**src/rtl/seg_display_pkg.sv**
```systemverilog
// Shared constants and types for the 4-digit multiplexed 7-segment display.
// Segment codes are active-low with bit order {g,f,e,d,c,b,a}.
package seg_display_pkg;

  localparam int NUM_DIGITS = 4;
  localparam int IDX_W      = $clog2(NUM_DIGITS);

  localparam logic [6:0] SEG_0    = 7'b1000000;
  localparam logic [6:0] SEG_1    = 7'b1111001;
  localparam logic [6:0] SEG_2    = 7'b0100100;
  localparam logic [6:0] SEG_3    = 7'b0110000;
  localparam logic [6:0] SEG_4    = 7'b0011001;
  localparam logic [6:0] SEG_5    = 7'b0010010;
  localparam logic [6:0] SEG_6    = 7'b0000010;
  localparam logic [6:0] SEG_7    = 7'b1111000;
  localparam logic [6:0] SEG_8    = 7'b0000000;
  localparam logic [6:0] SEG_9    = 7'b0010000;
  localparam logic [6:0] SEG_DASH = 7'b0111111;
  localparam logic [6:0] SEG_OFF  = 7'b1111111;

  localparam logic [NUM_DIGITS-1:0] AN_OFF = '1;

  // Blink half-period: ON shows the display, OFF forces it dark.
  typedef enum logic {
    PHASE_ON  = 1'b0,
    PHASE_OFF = 1'b1
  } blink_phase_e;

  // One registered display word: anodes, cathodes, decimal point.
  typedef struct packed {
    logic [NUM_DIGITS-1:0] an;
    logic [6:0]            seg;
    logic                  dp;
  } disp_t;

  localparam disp_t DISP_OFF = '{an: AN_OFF, seg: SEG_OFF, dp: 1'b1};

  // Active-low one-cold anode select for the given digit index.
  function automatic logic [NUM_DIGITS-1:0] an_select(input logic [IDX_W-1:0] idx);
    return ~(NUM_DIGITS'(1) << idx);
  endfunction

endpackage

```
**src/rtl/bcd_to_seg.sv**
```systemverilog
// Combinational BCD nibble to active-low 7-segment pattern.
// Ports:
//   nibble_i  4-bit digit value (0-9 decimal, 10-15 shown as a dash)
//   seg_o     7-bit active-low pattern {g,f,e,d,c,b,a}
module bcd_to_seg
  import seg_display_pkg::*;
(
  input  logic [3:0] nibble_i,
  output logic [6:0] seg_o
);

  always_comb begin
    // NOTE: the default arm assigns seg_o on every path, so no latch is inferred.
    unique case (nibble_i)
      4'd0:    seg_o = SEG_0;
      4'd1:    seg_o = SEG_1;
      4'd2:    seg_o = SEG_2;
      4'd3:    seg_o = SEG_3;
      4'd4:    seg_o = SEG_4;
      4'd5:    seg_o = SEG_5;
      4'd6:    seg_o = SEG_6;
      4'd7:    seg_o = SEG_7;
      4'd8:    seg_o = SEG_8;
      4'd9:    seg_o = SEG_9;
      default: seg_o = SEG_DASH;
    endcase
  end

endmodule

```
**src/rtl/seg_scan_driver.sv**
```systemverilog
// Time-multiplexed driver for a 4-digit stopwatch display (MM.SS).
// A prescaler sets the per-digit dwell time; a frame-aligned snapshot of Q
// keeps each frame tear-free; leading-zero blanking and whole-display
// blinking are applied in the registered output stage.
// Ports:
//   clk_in    sole clock, rising edge
//   RESET_N   synchronous active-low reset
//   Q         BCD time: [4:1] sec units .. [16:13] min tens
//   BLANK_LZ  blank min-tens digit when it is zero
//   BLINK     flash the whole display
//   AN        active-low anodes, AN[k] drives the digit of Q[4k:4k-3]
//   SEG       active-low cathodes {g,f,e,d,c,b,a}
//   DP        active-low decimal point, lit as the min/sec separator
module seg_scan_driver
  import seg_display_pkg::*;
#(
  parameter int REFRESH_DIV  = 50000,
  parameter int BLINK_FRAMES = 32
) (
  input  logic        clk_in,
  input  logic        RESET_N,
  input  logic [16:1] Q,
  input  logic        BLANK_LZ,
  input  logic        BLINK,
  output logic [4:1]  AN,
  output logic [6:0]  SEG,
  output logic        DP
);

  localparam int PRE_W = $clog2(REFRESH_DIV);
  localparam int FRM_W = (BLINK_FRAMES > 1) ? $clog2(BLINK_FRAMES) : 1;
  localparam logic [PRE_W-1:0] PRE_LAST = PRE_W'(REFRESH_DIV - 1);
  localparam logic [FRM_W-1:0] FRM_LAST = FRM_W'(BLINK_FRAMES - 1);
  localparam logic [IDX_W-1:0] IDX_LAST = IDX_W'(NUM_DIGITS - 1);
  localparam logic [IDX_W-1:0] IDX_DP   = IDX_W'(2);

  logic [PRE_W-1:0]            presc_q, presc_d;
  logic [IDX_W-1:0]            idx_q, idx_d;
  logic [NUM_DIGITS-1:0][3:0]  snap_q, snap_d;
  logic [FRM_W-1:0]            frame_q, frame_d;
  blink_phase_e                phase_q, phase_d;
  disp_t                       disp_q, disp_d;

  logic       tick;
  logic       frame_wrap;
  logic       lz_blank;
  logic       blink_blank;
  logic [3:0] nibble;
  logic [6:0] nibble_seg;

  assign tick       = (presc_q == PRE_LAST);
  assign frame_wrap = tick && (idx_q == IDX_LAST);

  // The decoded digit always comes from the snapshot, never live Q.
  assign nibble      = snap_q[idx_q];
  assign lz_blank    = BLANK_LZ && (idx_q == IDX_LAST) && (snap_q[NUM_DIGITS-1] == 4'd0);
  assign blink_blank = BLINK && (phase_q == PHASE_OFF);

  bcd_to_seg u_bcd_to_seg (
    .nibble_i (nibble),
    .seg_o    (nibble_seg)
  );

  always_comb begin
    presc_d = tick ? '0 : presc_q + 1'b1;
    // Four digits fill the index width exactly, so 3 -> 0 wraps naturally.
    idx_d   = tick ? idx_q + 1'b1 : idx_q;
    snap_d  = frame_wrap ? Q : snap_q;

    frame_d = frame_q;
    phase_d = phase_q;
    if (!BLINK) begin
      frame_d = '0;
      phase_d = PHASE_ON;
    end else if (frame_wrap) begin
      if (frame_q == FRM_LAST) begin
        frame_d = '0;
        phase_d = (phase_q == PHASE_ON) ? PHASE_OFF : PHASE_ON;
      end else begin
        frame_d = frame_q + 1'b1;
      end
    end

    // Either blanking source simply forces the whole word dark.
    if (lz_blank || blink_blank) begin
      disp_d = DISP_OFF;
    end else begin
      disp_d = '{an: an_select(idx_q), seg: nibble_seg, dp: (idx_q != IDX_DP)};
    end
  end

  always_ff @(posedge clk_in) begin
    // NOTE: state updates use non-blocking assignments so every register
    // samples the pre-edge values regardless of statement order.
    if (!RESET_N) begin
      presc_q <= '0;
      idx_q   <= '0;
      // NOTE: the snapshot is reset on purpose: the first post-reset frame
      // must display zeros rather than stale or unknown digits.
      snap_q  <= '0;
      frame_q <= '0;
      phase_q <= PHASE_ON;
      disp_q  <= DISP_OFF;
    end else begin
      presc_q <= presc_d;
      idx_q   <= idx_d;
      snap_q  <= snap_d;
      frame_q <= frame_d;
      phase_q <= phase_d;
      disp_q  <= disp_d;
    end
  end

  assign AN  = disp_q.an;
  assign SEG = disp_q.seg;
  assign DP  = disp_q.dp;

endmodule

```
**config.mk**
```make
export PLATFORM = sky130hd
export DESIGN_NAME = seg_scan_driver
export DESIGN_NICKNAME = d
export VERILOG_FILES = /design/src/rtl/seg_display_pkg.sv /design/src/rtl/bcd_to_seg.sv /design/src/rtl/seg_scan_driver.sv
export SDC_FILE = /design/constraint.sdc
export NUM_CORES = 1
export LEC_CHECK = 0
export ABC_AREA = 1
export CORE_UTILIZATION = 45
export DETAILED_ROUTE_END_ITERATION = 8
export GPL_TIMING_DRIVEN = 0
export PLACE_DENSITY = 0.67
export SLEW_MARGIN = 40
export SYNTH_ARGS = -nofsm -noshare
export SYNTH_HDL_FRONTEND = slang
export SYNTH_SLANG_ARGS = --single-unit
```
**constraint.sdc**
```tcl
create_clock -name clk_in -period 2.2 [get_ports clk_in]
set_clock_uncertainty 0.1 [all_clocks]
set_input_delay 0.44 -clock clk_in [delete_from_list [all_inputs] [get_ports clk_in]]
set_output_delay 0.44 -clock clk_in [all_outputs]
set_load 0.005 [all_outputs]
```
==> Word level (Yosys, flattened, before mapping) <==
Memories as Yosys holds them, arrays and structs flattened. A register that Yosys moved wholly into a read port is not among the register bits.
Index checks and enable logic that the tools add are counted.
{ "totals": {"reg_bits": 45, "elab_cells": 36, "rom_bits": 112, "input_bits": 20, "n_memories": 1} }
{ "mem_list": {"columns": ["name", "words", "word_bits", "read_ports", "rd_clocked_by_memory_dff", "wr", "line", "source"], "rows": [
  ["(no name shown)", 16, 7, 1, 1, 0, "bcd_to_seg.sv:14", "unique case (nibble_i)"]
]} }
{ "classes": {"n_bitwise": 2, "n_eq_ne": 4, "n_lt_le_gt_ge": 1, "n_addsub": 3, "reduce_logical": 10, "n_mux": 4, "shift": 1} }
{ "ops": {"columns": ["op", "count"], "rows": [
  ["adder 16 x 1 -> 16 bit (second input constant)", 1],
  ["equality test 16 bit (second input constant)", 1],
  ["binary-select mux 4 bit (select 2 bit)", 1],
  ["adder 5 x 1 -> 5 bit (second input constant)", 1],
  ["equality test 5 bit (second input constant)", 1],
  ["two-way mux 5 bit", 1],
  ["logical AND 1 bit", 4],
  ["logical NOT 4 bit", 1],
  ["two-way mux 4 bit", 1],
  ["inverter 4 bit", 1],
  ["AND reduction 2 bit", 2],
  ["OR reduction 2 bit", 2],
  ["<< shifter 1 x 2 -> 4 bit (first input constant)", 1],
  ["less-than comparator 2 x 3 -> 1 bit (second input constant)", 1],
  ["adder 2 x 1 -> 2 bit (second input constant)", 1],
  ["equality test 2 bit (second input constant)", 1],
  ["!= test 2 bit (second input constant)", 1],
  ["logical OR 1 bit", 1],
  ["two-way mux 1 bit", 1],
  ["inverter 1 bit", 1]
]} }

==> Longest topological paths before layout <==
Gate-level depths: netlist of the first run.
{ "depth": {"ltp_word": 5, "ltp_mapped": 10} }

==> By module <==
Synthesis of the first run repeated with hierarchy kept, for this count alone.
{ "hier_totals": {"cells_unflattened": 357, "hier_area_um2": 2613.8} }
{ "by_module_without_submodules": {"columns": ["module", "area_each_um2", "seq_area_each_um2", "cells_per_inst", "instances"], "rows": [
  ["seg_scan_driver", 2427.3, 1021.0, 322, 1],
  ["bcd_to_seg", 186.4, 0.0, 35, 1]
]} }

==> Worst setup path before layout of the first run <==
OpenSTA, ideal clock, no wires.
{ "synth_timing": {"kind": "reg2reg", "start": "register idx_q[0]", "end": "register SEG[0] (netlist name)", "slack_ps": 487, "t_arrival_ps": 1487, "path_stages_with_launch": 11, "required_ps": 1975, "n_path_buf": 1, "synth_period_minus_slack_ps": 1713, "cell_sequence": "dfxtp_1 buf_4 inv_2 nand2_1 nand3_1 nand2_1 inv_1 ha_1 or2_2 o211ai_1 nand2_1"} }
{ "synth_via": {"elab_chain_len": 5, "elab_cells_between_ends": 7, "classes_between": "eq/ne (1); mux (2); reduce/logical (4)"} }
{ "synth_lines": {"columns": ["element", "line", "source"], "rows": [
  ["start, declared", "seg_scan_driver.sv:38", "logic [IDX_W-1:0] idx_q, idx_d;"],
  ["start signal, assigned", "seg_scan_driver.sv:106", "idx_q <= idx_d;"],
  ["equality test 2 bit", "seg_scan_driver.sv:56", "assign lz_blank = BLANK_LZ && (idx_q == IDX_LAST) && (snap_q[NUM_DIGITS-1] == 4'd0);"],
  ["logical AND 1 bit (2 in a row)", "seg_scan_driver.sv:56", null],
  ["logical OR 1 bit", "seg_scan_driver.sv:85", "if (lz_blank || blink_blank) begin"],
  ["OR reduction 2 bit (no source line)", null, null]
]} }
Several ways; a longest one is shown, not always the timed one. The select of a mux whose other input is x is not followed.
A chain may end at the register's enable or synchronous reset.

==> Worst setup path in the final report of the first run <==
{ "layout_timing": {"start": "input port RESET_N", "end": "register SEG[3] (netlist name)"} }
{ "layout_via": {"elab_chain_len": 2} }
{ "layout_lines": {"columns": ["element", "line", "source"], "rows": [
  ["start, declared", "seg_scan_driver.sv:21", "input logic RESET_N,"],
  ["inverter 1 bit (no source line)", null, null],
  ["OR reduction 2 bit (no source line)", null, null]
]} }
Every way passes these cells.

==> results of run 1 <==
## cell type report
class,count,share of cell area (%)
multi-input combinational,239,41.4
sequential,51,35.9
tap,70,3.08
inverter,29,3.87
clock buffer,7,2.68
clock inverter,1,0.176
buffer,8,1.98
timing repair buffer,31,10.9
## where the power goes
group / internal, W / switching (W)
Sequential: 0.000934 / 0.00000463
Clock: 0.000224 / 0.000296
Combinational: 0.0000479 / 0.0000295
Total: 0.00121 / 0.000331
## registers in the layout, summed over array words and instances (netlist names)
name     count
SEG          7
frame_q      5
idx_q        2
AN           4
presc_q     16
phase_q      1
snap_q      16
## worst paths after layout
| kind | from | to | cells after the start |
|---|---|---|---|
| setup reg to reg | idx_q[0] | SEG[0] | 10 |
| setup / recovery | RESET_N | SEG[3] | 6 |
| hold / removal | presc_q[0] | presc_q[0] | 1 |
| hold reg to reg | presc_q[0] | presc_q[0] | 1 |
## layer usage
metal | GRT usage (%) | vias to the layer above | part of all wire [%]
met4 | 7.55 | 0 | 2.0
met2 | 30.9 | 45 | 44
met1 | 24.1 | 957 | 49
met3 | 3.25 | 9 | 4.3
li1 | - | 1125 | -
met5 | 0 | - | 0
## worst max-delay path, delay by kind of cell
family / cells / cell delay, ns
AND/OR/NAND/NOR: 2 / 0.22
buffers and inverters: 2 / 0.79
AO/OA/AOI/OAI: 2 / 0.58
## through the flow
stage	std cells	area (um^2)	util, %	setup slack, ns	total power [W]
2_1_floorplan	327	2360	-	0.487	0.000982
3_3_place_gp	428	2760	54.4	-0.0909	0.00104
3_5_place_dp	428	2760	54.4	-0.0790	0.00104
4_1_cts	436	2840	56.0	0.240	0.00155
5_1_grt	436	2840	56.0	0.0283	0.00159
6_report	436	2840	56.0	0.251	0.00154
## cell usage after synthesis
library cell / n
buf_4: 2
ha_1: 13
xnor2_1: 1
o21ai_0: 3
buf_2: 3
a21oi_1: 36
clkbuf_1: 1
or2_2: 3
nor2_1: 23
buf_6: 2
xor2_1: 2
nand2_2: 3
nand3_1: 20
nand2_1: 112
clkinv_1: 1
clkinv_2: 1
nand4_1: 8
inv_1: 25
nor3_1: 7
nand3b_1: 1
nand3_2: 1
o211ai_1: 2
inv_2: 2
nor2_2: 1
o21a_1: 1
a31oi_1: 1
dfxtp_1: 51
nor2_4: 1
## logic make-up (layout without fill, tap and decap cells)
kind of cell	Yosys count	count (layout)
buffers and inverters	37	76
AO/OA/AOI/OAI	43	43
XOR/XNOR	3	3
adder cells (fa/ha/maj)	13	13
flip-flops	51	51
AND/OR/NAND/NOR	180	180
==> flow_summary.yaml, run 1 <==
floorplan:
  die_height_um: 74.5
  io_pins: 32
  dieWidth_um: 74.5
  start_util_pct: 46.6
  rows: 26
  core_mm2: 0.00507
  fp.dieArea_mm2: 0.00555
setup_path:
  worstSetupStartpointType: "input port"
  endpoint_kind: "register"
  critPathKind: "in -> reg"
  required_ns: 2.28
  critical_path.cell_chain: "clkdlybuf4s50_1, clkinv_1, a21oi_1, nand2_1, a21oi_1, nand2_1"
  slowest_stage: "clkdlybuf4s50_1"
  r2r_slack_ns: 0.29
  worstPathArrival_ns: 2.03
  crit_fanout: 10
  critPathMaxStageDelay_ns: 0.52
drt:
  drtIter0Drc: 90
  drt-total-wl_um: 4580
  ant_nets: 0
  route.vias.total: 2136
  vias_per_cell: 4.90
  avgRoutedWirePerCell_um: 10.5
  drc: 0
  dr.pass1.iters: 4
timing:
  finalCriticalPeriod_ns: 1.95
  rsz0062_at_grt: "false"
  slew_viol_final: 0
  max_slew_margin_pct: 70.3
  fin_tns_setup_ns: 0
  worst_pin_slew_ns: 0.446
  final-hold-violation-count: 0
  min_period_over_period_pct: 88.6
  fmax_ghz: 0.513
  final-setup-viol-count: 0
  whs_ns: 0.354
synth:
  synth_compound_area_share_pct: 9.47
  synth_seq_area_share_pct: 43.2
  synth_cells: 327
  synth_area_mm2: 0.00236
  ys_top_cells_by_area: "dfxtp_1, nand2_1, a21oi_1"
  yosys.area_share.simple_pct: 32.3
  synth_top_family_by_area: "simple AND/OR/NAND/NOR gates"
  synth-adder-area-share_pct: 6.88
  synth_cell_types: 28
  postSynthAreaPerCell_um2: 7.23
  synth_top_area_cell: "dfxtp_1"
  ys_warn_count: 0
  synth_nets: 360
  synthMuxAreaShare_pct: 0
  synth-seq-cells: 51
  synthXorXnorAreaFrac_pct: 1.11
  yosys.area.top_type_share_pct: 43.2
flow_run:
  drv_cap: 0
power:
  ir_worst_vdd_v: 0.000331
  p_leak_nw: 1.09
  p_per_area_mw_per_mm2: 540
cells_and_area:
  n_fill_cell: 501
  syn_to_final_growth_pct: 20.3
  final_nets: 398
  mostFrequentLayoutCells: "nand2_1, dfxtp_1, a21oi_1"
  final_common_cell: "nand2_1"
  multi_input_area_mm2: 0.00118
  layout-drive-gt1-share_pct: 6.83
  num_antenna_cells: 0
  ff_latch_area_mm2: 0.00102
cts:
  cts_max_level: 2
  cts_tree: "yes"
  clk_latency_ns: 0.30
  cts_buffer_depth: 2
  cts_buffers: 5
  post_cts_buffers: 0
  cts_resized: 0
  clk_pin_slew_ns: 0.08
  clkSinkCount: 51
  postCtsHoldBufs: 0
  root_buffer: "clkbuf_8"
placed_design:
  gp_congestion: 0.834
  portBuffers: 31
  dp_hpwl_um: 3370
global_routing:
  overflow: 0
  grt_max_degree: 15
  grt_pass1_vias: 1944
  grt.total_usage_pct: 18.7
  grt_pass1_wl_um: 8110
  antenna_found_initial: 0
run_status:
  outcome: "finished, final reports clean"
hold_path:
  min_path_type: "reg -> reg"
(Power assumes the default switching activity.)
==> run 2, diff against run 1 <==
--- a/config.mk
+++ b/config.mk
@@ -8,8 +8,8 @@
 export ABC_AREA = 1
 export CORE_UTILIZATION = 45
 export DETAILED_ROUTE_END_ITERATION = 8
-export GPL_TIMING_DRIVEN = 0
-export PLACE_DENSITY = 0.67
+export GPL_TIMING_DRIVEN = 1
+export PLACE_DENSITY = 0.73
 export SLEW_MARGIN = 40
 export SYNTH_ARGS = -nofsm -noshare
 export SYNTH_HDL_FRONTEND = slang
==> run 2 against run 1 <==
Worst hold slack worse by 0.0017 ns. Cell area is 0.18% lower. Via count is 1.2% lower. Sequential share of layout area is 0.063 points higher. Total power is 6.8% higher. Highest routed layer unchanged. Clock power is 20% higher. Register-to-register slack better by 0.04 ns. Die area stayed put. Combinational power is 0.9% higher. Routed wire length is 1.1% higher.
==> flow_summary.yaml, run 2 (same netlist as run 1, synthesis figures left out) <==
run_status:
  outcome: "finished, final reports clean"
floorplan:
  dieWidth_um: 74.5
  die_height_um: 74.5
  fp.dieArea_mm2: 0.00555
  rows: 26
  io_pins: 32
  start_util_pct: 46.6
  core_mm2: 0.00507
power:
  p_seq_share_pct: 57.2
  p_per_area_mw_per_mm2: 578
  ir_worst_vdd_v: 0.000358
  sw_frac_of_total_pct: 19.8
  combPwrFrac_pct: 4.8
  power_frac_clock_pct: 38.1
  p_sw_w: 0.000325
  p_leak_nw: 1.09
  p_int_w: 0.00132
timing:
  min_period_over_period_pct: 85.1
  rsz0062_at_grt: "false"
  worst_pin_slew_ns: 0.378
  fmax_ghz: 0.534
  final-setup-viol-count: 0
  fin_tns_setup_ns: 0
  final-hold-violation-count: 0
  slew_viol_final: 0
  finalCriticalPeriod_ns: 1.87
  max_slew_margin_pct: 74.8
cells_and_area:
  n_fill_cell: 515
  syn_to_final_growth_pct: 20.1
  num_antenna_cells: 0
  mostFrequentLayoutCells: "nand2_1, dfxtp_1, a21oi_1"
  final_common_cell: "nand2_1"
  layout-drive-gt1-share_pct: 6.09
  final_area_mm2: 0.00284
  final_nets: 394
hold_path:
  min_path_type: "reg -> reg"
drt:
  drt-total-wl_um: 4630
  avgRoutedWirePerCell_um: 10.7
  route.vias.total: 2110
  dr.pass1.iters: 4
  drc: 0
  drtIter0Drc: 107
  vias_per_cell: 4.90
  ant_nets: 0
setup_path:
  critical_path.cell_chain: "ha_1, nand2_1, nor2_2, nand3_2, inv_1, nand2_1, nand2_1, buf_4, a21oi_1"
  critPathKind: "reg -> reg"
  slowest_stage: "dfxtp_1"
  worstPathArrival_ns: 1.96
  crit_fanout: 10
  endpoint_kind: "register"
  worstSetupStartpointType: "register"
  cp_common_cell: "nand2_1"
  critPathMaxStageDelay_ns: 0.36
  required_ns: 2.29
cts:
  post_cts_buffers: 0
  cts_buffers: 5
  clk_latency_ns: 0.30
  root_buffer: "clkbuf_8"
  cts_resized: 0
  clk_pin_slew_ns: 0.09
  cts_max_level: 2
  clkSinkCount: 51
  cts_tree: "yes"
  postCtsHoldBufs: 0
  cts_buffer_depth: 2
global_routing:
  overflow: 0
  grt_max_degree: 22
  grt_pass1_wl_um: 7860
  grt.total_usage_pct: 18.3
  grt_pass1_vias: 1767
  antenna_found_initial: 0
placed_design:
  placed_area_mm2: 0.00274
  portBuffers: 31
  gp_congestion: 0.778
  dp_hpwl_um: 3360
flow_run:
  drv_cap: 0
run 2: cell count changes in the layout (fill, tap and decap cells not counted), sizes merged:
cell,delta
buf,-3
clkbuf,-2
clkinv,-1
bufinv,+1
run 2: area by class of cell:
type	count	area, um^2	area share, %
multi-input combinational	239	1180	41.5
sequential	51	1020	36.0
timing repair buffer	35	340	12.0
inverter	29	110	3.88
tap	70	87.6	3.09
clock buffer	6	72.6	2.56
clock inverter	1	30.0	1.06
run 2: path summary, 6_finish.rpt:
path / startpoint / cells past startpoint / slack [ns] / end
setup reg to reg: presc_q[0] / 9 / 0.33 / presc_q[12]
hold reg to reg: presc_q[0] / 1 / 0.35 / presc_q[0]
setup / recovery: presc_q[0] / 9 / 0.33 / presc_q[12]
hold / removal: presc_q[0] / 1 / 0.35 / presc_q[0]
run 2: power by group through the flow:
stage               Combinational, W  Clock (W)  Sequential [W]
floorplan                  0.0000217          0        0.000961
global placement           0.0000780          0        0.000960
detailed placement         0.0000787          0        0.000960
CTS                        0.0000788   0.000635        0.000938
global route               0.0000867   0.000671        0.000940
finish                     0.0000781   0.000625        0.000938
run 2: worst max-delay path, delay by kind of cell, from the launching register on:
family                     cells  cell delay (ns)
and+or+nand+nor                5             0.77
DFF                            1             0.36
buffers and inverters          2             0.29
adders and majority gates      1             0.17
AOI/OAI and AO/OA              1             0.06
run 2: metrics by stage:
stage | power [W] | utilization (%) | hold WS, ns | setup slack [ns] | std cells
3_5_place_dp | 0.00104 | 53.9 | 0.343 | 0.216 | 424
2_1_floorplan | 0.000982 | - | 0.318 | 0.487 | 327
6_report | 0.00164 | 55.9 | 0.353 | 0.327 | 431
5_1_grt | 0.00170 | 55.9 | 0.382 | 0.140 | 431
4_1_cts | 0.00165 | 55.9 | 0.357 | 0.303 | 431
3_3_place_gp | 0.00104 | 53.9 | 0.331 | 0.262 | 424
run 2: layer usage:
metal	routed length (um)	share of wire [%]	global-route usage (%)
met1	2260	49	24.9
met2	2070	45	28.0
met3	222	4.8	5.15
met4	76	1.6	6.08
met5	0	0	0
